## config.mk

```make
export PLATFORM = sky130hd
export DESIGN_NAME = conv_frame_sequencer
export DESIGN_NICKNAME = d
export VERILOG_FILES = /design/src/rtl/conv_pkg.sv /design/src/rtl/conv_valid_delay.sv /design/src/rtl/conv_frame_sequencer.sv
export SDC_FILE = /design/constraint.sdc
export NUM_CORES = 1
export LEC_CHECK = 0
export CORE_AREA = 2 2 130 94
export DETAILED_ROUTE_END_ITERATION = 12
export DIE_AREA = 0 0 132 96
export PLACE_DENSITY = 0.64
export SETUP_SLACK_MARGIN = 0.4
export SYNTH_ARGS = -nofsm -noshare
export SYNTH_HDL_FRONTEND = slang
export SYNTH_SLANG_ARGS = --single-unit
```

## constraint.sdc

```tcl
create_clock -name i_CLK -period 2.8 [get_ports i_CLK]
set_input_delay 0.56 -clock i_CLK [delete_from_list [all_inputs] [get_ports i_CLK]]
set_output_delay 0.56 -clock i_CLK [all_outputs]
set_load 0.02 [all_outputs]
```

## src/rtl/conv_pkg.sv

```systemverilog
// Shared definitions for the convolution frame sequencer: default widths and FSM state encoding.
package conv_pkg;

    localparam int unsigned NbPixelDef = 8;
    localparam int unsigned NbAddrDef  = 10;

    typedef logic [2:0] state_t;

    localparam state_t StIdle  = 3'd0;
    localparam state_t StLoad  = 3'd1;
    localparam state_t StRun   = 3'd2;
    localparam state_t StDrain = 3'd3;
    localparam state_t StDone  = 3'd4;

endpackage

```

## src/rtl/conv_valid_delay.sv

```systemverilog
// Lat-deep 1-bit shift register; aligns the read strobe with the convolver's result.
module conv_valid_delay #(
    parameter int unsigned Lat = 3
) (
    input  logic i_CLK,
    input  logic i_rst,
    input  logic d_i,
    output logic q_o
);

    logic [Lat-1:0] sr_q;
    logic [Lat-1:0] sr_d;

    generate
        if (Lat == 1) begin : g_single
            always_comb sr_d = d_i;
        end else begin : g_chain
            always_comb sr_d = {sr_q[Lat-2:0], d_i};
        end
    endgenerate

    always_ff @(posedge i_CLK) begin
        if (i_rst) begin
            sr_q <= '0;
        end else begin
            sr_q <= sr_d;
        end
    end

    assign q_o = sr_q[Lat-1];

endmodule

```

## src/rtl/conv_frame_sequencer.sv

```systemverilog
// Frame sequencer: loads GPIO pixels column-wise into the frame buffer, then sweeps 3-column
// windows through the convolver and streams result-memory writes, flagging EOP at the end.
module conv_frame_sequencer
    import conv_pkg::*;
#(
    parameter int unsigned NB_PIXEL = NbPixelDef,
    parameter int unsigned NB_ADDR  = NbAddrDef,
    parameter int unsigned N_COLS   = 8,
    parameter int unsigned NB_COL   = 3,
    parameter int unsigned CONV_LAT = 3
) (
    input  logic                      i_CLK,
    input  logic                      i_rst,
    input  logic                      i_load,
    input  logic                      i_run,
    input  logic                      i_valid,
    input  logic [NB_PIXEL-1:0]       i_data,
    input  logic [NB_ADDR-1:0]        i_imgLength,
    output logic                      o_wr_en,
    output logic [NB_COL-1:0]         o_wr_col,
    output logic [NB_ADDR-1:0]        o_wr_addr,
    output logic [NB_PIXEL-1:0]       o_wr_data,
    output logic                      o_rd_en,
    output logic [NB_COL-1:0]         o_rd_col,
    output logic [NB_ADDR-1:0]        o_rd_addr,
    output logic                      o_res_we,
    output logic [NB_ADDR+NB_COL-1:0] o_res_addr,
    output logic                      o_EOP,
    output logic                      o_err
);

    localparam int unsigned ColsW   = NB_COL + 1;
    localparam int unsigned NbDrain = $clog2(CONV_LAT + 1);

    localparam logic [ColsW-1:0]   ColsMax  = ColsW'(N_COLS);
    localparam logic [ColsW-1:0]   ColsMin  = ColsW'(3);
    localparam logic [NB_ADDR-1:0] LenMin   = NB_ADDR'(3);
    localparam logic [NbDrain-1:0] DrainEnd = NbDrain'(CONV_LAT - 1);

    state_t                      state_q, state_d;
    logic [NB_ADDR-1:0]          len_q, len_d;
    logic [ColsW-1:0]            cols_q, cols_d;
    logic [NB_ADDR-1:0]          wr_addr_q, wr_addr_d;
    logic [NB_ADDR-1:0]          rd_addr_q, rd_addr_d;
    logic [NB_COL-1:0]           rd_col_q, rd_col_d;
    logic [NbDrain-1:0]          drain_q, drain_d;
    logic [NB_ADDR+NB_COL-1:0]   res_addr_q, res_addr_d;
    logic                        eop_q, eop_d;
    logic                        err_q, err_d;
    logic                        wr_en_q, wr_en_d;
    logic [NB_COL-1:0]           wr_col_out_q, wr_col_out_d;
    logic [NB_ADDR-1:0]          wr_addr_out_q, wr_addr_out_d;
    logic [NB_PIXEL-1:0]         wr_data_q, wr_data_d;
    logic                        rd_en;
    logic                        res_we;

    assign rd_en = (state_q == StRun);

    always_comb begin
        state_d       = state_q;
        len_d         = len_q;
        cols_d        = cols_q;
        wr_addr_d     = wr_addr_q;
        rd_addr_d     = rd_addr_q;
        rd_col_d      = rd_col_q;
        drain_d       = drain_q;
        res_addr_d    = res_we ? res_addr_q + 1'b1 : res_addr_q;
        eop_d         = eop_q;
        err_d         = err_q;
        wr_en_d       = 1'b0;
        wr_col_out_d  = wr_col_out_q;
        wr_addr_out_d = wr_addr_out_q;
        wr_data_d     = wr_data_q;

        case (state_q)
            StIdle, StDone: begin
                if (i_load) begin
                    state_d   = StLoad;
                    len_d     = i_imgLength;
                    cols_d    = '0;
                    wr_addr_d = '0;
                    eop_d     = 1'b0;
                    err_d     = 1'b0;
                end
            end
            StLoad: begin
                if (i_valid) begin
                    if (cols_q == ColsMax) begin
                        err_d = 1'b1;
                    end else begin
                        wr_en_d       = 1'b1;
                        wr_col_out_d  = cols_q[NB_COL-1:0];
                        wr_addr_out_d = wr_addr_q;
                        wr_data_d     = i_data;
                        if (wr_addr_q == len_q - 1'b1) begin
                            wr_addr_d = '0;
                            cols_d    = cols_q + 1'b1;
                        end else begin
                            wr_addr_d = wr_addr_q + 1'b1;
                        end
                    end
                end
                // Decision sees a column completed by a same-cycle pixel.
                if (i_run) begin
                    if (cols_d >= ColsMin && len_q >= LenMin) begin
                        state_d    = StRun;
                        rd_addr_d  = '0;
                        rd_col_d   = '0;
                        res_addr_d = '0;
                    end else begin
                        state_d = StDone;
                        err_d   = 1'b1;
                        eop_d   = 1'b1;
                    end
                end
            end
            StRun: begin
                if (rd_addr_q == len_q - 1'b1) begin
                    if ({1'b0, rd_col_q} == cols_q - ColsMin) begin
                        state_d = StDrain;
                        drain_d = '0;
                    end else begin
                        rd_addr_d = '0;
                        rd_col_d  = rd_col_q + 1'b1;
                    end
                end else begin
                    rd_addr_d = rd_addr_q + 1'b1;
                end
            end
            StDrain: begin
                if (drain_q == DrainEnd) begin
                    state_d = StDone;
                    eop_d   = 1'b1;
                end else begin
                    drain_d = drain_q + 1'b1;
                end
            end
            default: state_d = StIdle;
        endcase
    end

    always_ff @(posedge i_CLK) begin
        if (i_rst) begin
            state_q       <= StIdle;
            len_q         <= '0;
            cols_q        <= '0;
            wr_addr_q     <= '0;
            rd_addr_q     <= '0;
            rd_col_q      <= '0;
            drain_q       <= '0;
            res_addr_q    <= '0;
            eop_q         <= 1'b0;
            err_q         <= 1'b0;
            wr_en_q       <= 1'b0;
            wr_col_out_q  <= '0;
            wr_addr_out_q <= '0;
            wr_data_q     <= '0;
        end else begin
            state_q       <= state_d;
            len_q         <= len_d;
            cols_q        <= cols_d;
            wr_addr_q     <= wr_addr_d;
            rd_addr_q     <= rd_addr_d;
            rd_col_q      <= rd_col_d;
            drain_q       <= drain_d;
            res_addr_q    <= res_addr_d;
            eop_q         <= eop_d;
            err_q         <= err_d;
            wr_en_q       <= wr_en_d;
            wr_col_out_q  <= wr_col_out_d;
            wr_addr_out_q <= wr_addr_out_d;
            wr_data_q     <= wr_data_d;
        end
    end

    conv_valid_delay #(
        .Lat (CONV_LAT)
    ) u_res_delay (
        .i_CLK (i_CLK),
        .i_rst (i_rst),
        .d_i   (rd_en),
        .q_o   (res_we)
    );

    assign o_wr_en    = wr_en_q;
    assign o_wr_col   = wr_col_out_q;
    assign o_wr_addr  = wr_addr_out_q;
    assign o_wr_data  = wr_data_q;
    assign o_rd_en    = rd_en;
    assign o_rd_col   = rd_col_q;
    assign o_rd_addr  = rd_addr_q;
    assign o_res_we   = res_we;
    assign o_res_addr = res_addr_q;
    assign o_EOP      = eop_q;
    assign o_err      = err_q;

endmodule

```

==> impl_summary.log <==
[metrics] result of the run: finished with violations
[metrics] failing checks: setup timing
[metrics] worst reg2reg path endpoint: o_err
[metrics] Syn-to-layout area delta: 38.2%
[metrics] final number of setup-violating endpoints: 4
[metrics] largest clock skew in the final design: 0.00851 ns
[metrics] total power consumption of the routed design: 2.72 mW
[metrics] clock tree from TritonCTS: done
[metrics] RSZ-0062 raised after global routing: yes
[metrics] post-synth cell types: 61
[metrics] maximum clock rate: between 0.3 and 0.4 GHz
[metrics] number of global-route vias before repair: 3801
[metrics] share of synthesized area occupied by flip-flops and latches: 38.7%
[metrics] die footprint: 0.0127 mm^2
[metrics] startpoint of the worst-slack reg-to-reg timing path: len_q[4]
[metrics] Detail Route Antenna Nets: 0
[metrics] post-synthesis xor/xnor area fraction: 8.94%
[metrics] HPWL after detailed placement: 8020 um
[metrics] synthesized-area fraction occupied by ao, oa, aoi and oai cells: 16.3%
[metrics] depth of the worst hold-timing path: 1
[metrics] area of combinational cells with multiple inputs: 0.00255 mm^2
[metrics] worst reg-to-reg path cell count: 9
[metrics] std cell rows: 33
[metrics] most common cell after layout, fill and taps aside: sky130_fd_sc_hd__nand2_1
[metrics] largest net degree at the start of global routing: 38
[metrics] number of buffer cells added on primary ports: 74
[metrics] power per cell area: approximately 460 mW/mm^2
[metrics] smallest setup slack after layout: -0.0222 ns
[metrics] Die W: 132 um
[metrics] post-route standard cell area excluding fillers: 0.00586 mm^2
[metrics] shortest clock period the worst path allows after layout: ~2.8 ns
[metrics] number of top-level pins: 75
[metrics] latest clock arrival within the worst-skew pair: 0.34 ns
[metrics] total placed instance area: about 0.0053 mm^2
[metrics] most instantiated flip-flop cell in the synthesis netlist: sky130_fd_sc_hd__dfxtp_1
[metrics] Hold Crit Start: u_res_delay.sr_q[1]
[metrics] post-layout net count: 652
[metrics] number of pins exceeding their max-slew limit in the final report: 0
[metrics] synthesized area per cell: between 8 and 9 um^2
[metrics] initial antenna violation count: 0
[metrics] routed wire length: between 10000 and 15000 um
[metrics] sequential cell area: around 0.0017 mm^2
[metrics] nature of the critical path startpoint: flop
[metrics] largest family of logic cells by synthesized area: simple AND/OR/NAND/NOR gates
[metrics] number of warnings printed during yosys synthesis: 0
[metrics] master cell of the clock root buffer: sky130_fd_sc_hd__clkbuf_16
[metrics] most frequent cells in the layout: sky130_fd_sc_hd__nand2_1, sky130_fd_sc_hd__dfxtp_1, sky130_fd_sc_hd__clkdlybuf4s50_1
[metrics] Detailed Route Iter0 Violations: 185
[metrics] final period utilization: 101%
[metrics] Worst Setup Path Type: flop to flop
[metrics] leak pwr: 2.19 nW
[metrics] total routing resource utilization after global routing: 18.4%
[metrics] instance count of the mapped netlist: roughly 520
[metrics] Simple-Gate Fraction of Synth Area: between 20% and 30%
[metrics] CP Data Arrival Time: 3.06 ns
[metrics] reg-to-reg slack, setup: -0.02 ns
[metrics] hold path endpoint: u_res_delay.sr_q[2]
[metrics] routed length per instance: 14.7 um
[metrics] post-route DRC violation count: 0
[metrics] Required @ worst endpoint: 3.04 ns
[metrics] total iterations of the first detailed-routing run: 4
[metrics] TritonCTS Sinks: 82
[metrics] adder-cell share of the synthesized area: under 10%
[metrics] drt via density: 5.10
[metrics] multiplexer share of the synthesized area: 0.944%
[metrics] weighted congestion reported at the end of routability-driven placement: 0.847
[metrics] maximum root-to-sink buffer count: 2
[metrics] effective utilization at floorplan: about 37%
[metrics] maxcap violations: 0
[metrics] leftover overflow at the end of global routing: 0
[metrics] number of vias after detailed routing: 3984
[metrics] number of diodes: 0
[metrics] global-route wire length before repair: about 19000 um
[metrics] fraction of synthesis flops using an asynchronous set or reset pin: 0%
[metrics] placeable core area: 0.0114 mm^2
[metrics] level count of the clock H-tree: 3
[metrics] synthesized cell area: around 0.0042 mm^2
[metrics] final count of hold timing violations: 0
[metrics] Slew @ Worst Pin: between 1 and 1.5 ns
[metrics] largest fanout of any net on the critical path: 6
[metrics] Post-synth EDFFs: 0
[metrics] number of nets produced by synthesis: between 500 and 600
[metrics] maximum resistive drop on vdd: about 0.00035 V
[metrics] filler cell count: about 1100
[metrics] type of element capturing the critical path: flop
[metrics] synthesis-stage register bit count: 82
[metrics] Vert. Die Dim: 96 um
[metrics] Worst Hold Class: flop to flop
[metrics] TritonCTS buffer count: 9
[metrics] fraction of final layout cells sized beyond drive strength 1: 15.7%
[metrics] worst max-slew margin expressed relative to the limit: 22.7%
[metrics] Clock transition at path regs: 0.06 ns
-- state kept, by name, summed over array words and instances, names as in the netlist, 3 cells and up --
register          cells
len_q                10
cols_q                4
o_wr_data             8
wr_addr_q            10
o_wr_addr            10
state_q               3
o_wr_col              3
o_rd_addr            10
u_res_delay.sr_q      3
o_rd_col              3
o_res_addr           13
-- cell families after synthesis --
family                   count (synthesis)
AND/OR/NAND/NOR                        235
AO/OA/AOI/OAI                          109
multiplexers                             4
flip-flops                              82
XOR/XNOR                                40
buffers and inverters                   45
adder cells (fa/ha/maj)                  9
-- report_power, final --
group | switching (mW) | total [mW] | internal, mW
clock network | 0.452 | 1.16 | 0.707
logic | 0.186 | 0.359 | 0.173
registers | 0.0187 | 1.20 | 1.18
total | 0.657 | 2.72 | 2.06
-- through the flow --
step | utilization (%) | instances | worst slack, ns | hold slack (ns) | TNS, ns
after global routing | 51.2 | 781 | -0.147 | 0.458 | -2.65
final | 51.2 | 781 | -0.0222 | 0.436 | -0.0747
after floorplan | - | 524 | -0.124 | 0.414 | -1.45
after global placement | 46.2 | 754 | -0.0505 | 0.423 | -0.452
after detailed placement | 46.2 | 754 | -0.125 | 0.427 | -2.25
after CTS | 50.1 | 778 | 0.00391 | 0.441 | 0
-- cells in the mapped netlist, drive strengths merged (7+ instances only) --
cell type  number  area [um^2]
a21oi          43          215
a311oi          7         61.3
and3           19          119
buf             8         60.1
clkbuf         24         91.3
dfxtp          82         1640
ha              9          113
inv            13         48.8
nand2          90          343
nand2b         10         62.6
nand3          20          113
nor2           48          188
nor3           10         50.1
o21ai          21          105
xnor2          17          149
xor2           21          184
-- critical path, cell delays in order (launching register included) --
cell	delay (ns)
sky130_fd_sc_hd__dfxtp_1	0.30
sky130_fd_sc_hd__or4_4	0.57
sky130_fd_sc_hd__o41a_1	0.38
sky130_fd_sc_hd__a211o_1	0.26
sky130_fd_sc_hd__nor4_4	0.25
sky130_fd_sc_hd__a31oi_1	0.13
sky130_fd_sc_hd__a31oi_1	0.22
sky130_fd_sc_hd__and2_1	0.23
sky130_fd_sc_hd__a22oi_1	0.09
sky130_fd_sc_hd__o41ai_1	0.29
-- worst max-delay path by stage --
stage,start,endpoint,slack (ns),depth (start not counted)
floorplan,len_q[3],o_rd_col[0],-0.12,14
global placement,len_q[3],o_rd_addr[8],-0.05,10
global route,len_q[4],o_rd_addr[8],-0.15,9
detailed placement,len_q[3],o_rd_addr[5],-0.13,10
finish,len_q[4],o_err,-0.02,9
CTS,len_q[4],o_res_addr[7],0.004,10
-- timing repair --
action / 4_1_cts / 5_1_grt
endpoints found under the setup margin: 48 / 47
gates cloned: 0 / 2
hold buffers: 0 / 0
pin swaps: 12 / 6
gates resized for setup: 26 / 33
buffers inserted: 9 / 1
-- layer usage --
layer / vias to the layer above / wire length [um] / global-route usage [%]
met1: 1852 / 5720 / 24.7
li1: 2009 / - / -
met5: - / 0 / 0
met3: 14 / 592 / 5.21
met2: 109 / 5000 / 28.7
met4: 0 / 181 / 6.07
-- layout make-up --
cell class | count | area share, %
multi-input cells | 397 | 43.5
flip-flops and latches | 82 | 28.2
repair buffers | 117 | 19.2
clock buffers | 12 | 4.21
well taps | 157 | 3.35
inverters | 13 | 0.876
clock inverters | 3 | 0.683
No activity file was read; power rests on OpenSTA's default activity.
==> patch (config.mk and constraints unchanged) <==
Change the parameter `CONV_LAT` from 3 to 5.
--- a/src/rtl/conv_frame_sequencer.sv
+++ b/src/rtl/conv_frame_sequencer.sv
@@ -9,3 +9,3 @@
     parameter int unsigned NB_COL   = 3,
-    parameter int unsigned CONV_LAT = 3
+    parameter int unsigned CONV_LAT = 5
 ) (
Formal check against the unedited RTL: no difference found for any inputs over 4 cycles, from zero or initial values and one cycle with i_rst high; that may be too few to reach the edited logic, so the function may still have changed.
==> patch against the original RTL <==
- global-route usage up 1.8 points
- worst setup slack worse by 500 ps
- sequential cell count up 3
- cell area up 13%
- count of clock-buffer cells in the layout down 2
- the flow still finishes with violations (setup timing)
- non-clock buffer count up 35
- area after synthesis up 6.3%
- wire length up 13%
- power up 17%
==> patch: results (changes against the original RTL) <==
status=complete, but fails checks; failing checks=setup timing; min-delay src=u_res_delay.sr_q[0]$_SDFF_PP0_; WL met1=6.03 mm (+5.5%); worst endpoint data arrival time=3530 ps (+470 ps); power per standard cell area=481 nW/µm² (+3.5%); Met2 Wirelength=5.91 mm (+18%); Setup Fix Bufs, Post-CTS=4 (-5); WHS=440 ps (+4.15 ps); GRT Overall Usage=20.2% (+1.8 points); Slew HR=53.8% (+31 points); vias in the first global route=4076 (+7.2%); Switching Fraction=25.0% (+0.85 points); CP Max Fanout=5 (-1); CP startpoint=len_q[3]$_SDFFE_PP0P_; Syn Nets=586 (+5.4%); DP Cell Count=813 (+7.8%); count of final setup violators=40 (+36); setup ws final=-521 ps (-499 ps); post_cts resized=32 (+23%); post-synth cell types=60 (-1.6%); Post-synth top cells=nand2_1 (96), dfxtp_1 (85), a21oi_1 (59); crit-path max cell delay=540 ps (-30 ps); Final GP Congestion=0.888 (+4.8%); invs w/o clock=8 (-5); worst vdd ir=0.357 mV (+2.5%); Seq/Total Area, Yosys=37.7% (-0.98 points); Final Net Count=713 (+9.4%); #MultiIn Comb=424 (+6.8%); Finished Layout Cells=842 (+7.8%); largest delay contributor family on the critical path=simple AND/OR/NAND/NOR gates; GRT met2 Usage=32.5% (+3.7 points); FF-to-FF End=o_rd_addr[4]$_SDFFE_PP0P_; P_seq=1.24 mW (+3%); seq_cells=85 (+3.7%); ranking of synthesized cells by area=dfxtp_1 (38%), nand2_1 (8.0%), a21oi_1 (6.5%)
==> patch: cell types whose count changed after synthesis, sizes merged, moves of 7 or more <==
cell	before	now
a21oi	43	59
or4	2	13
and3	19	9
o21ai	21	11
xnor2	17	27
nand4	3	12
nor2	48	40
a311oi	7	0
nand2	90	97
==> patch: cell families (layout without fill, tap and decap cells) <==
logic type | count (synthesis) | after routing | synth area share, %
simple gates | 247 | 248 | 27.4
compound gates | 108 | 109 | 14.9
flops | 85 | 85 | 37.7
xor+xnor | 48 | 48 | 9.79
buf+inv | 46 | 176 | 5.36
fa+ha+maj | 10 | 10 | 2.77
mux | 9 | 9 | 2.03
==> patch: stage by stage <==
step / setup TNS, ps / setup WS [ps]
2_1_floorplan: -15160 / -649
3_3_place_gp: -16850 / -648
3_5_place_dp: -18720 / -674
4_1_cts: -13220 / -502
5_1_grt: -20570 / -660
6_report: -13700 / -521
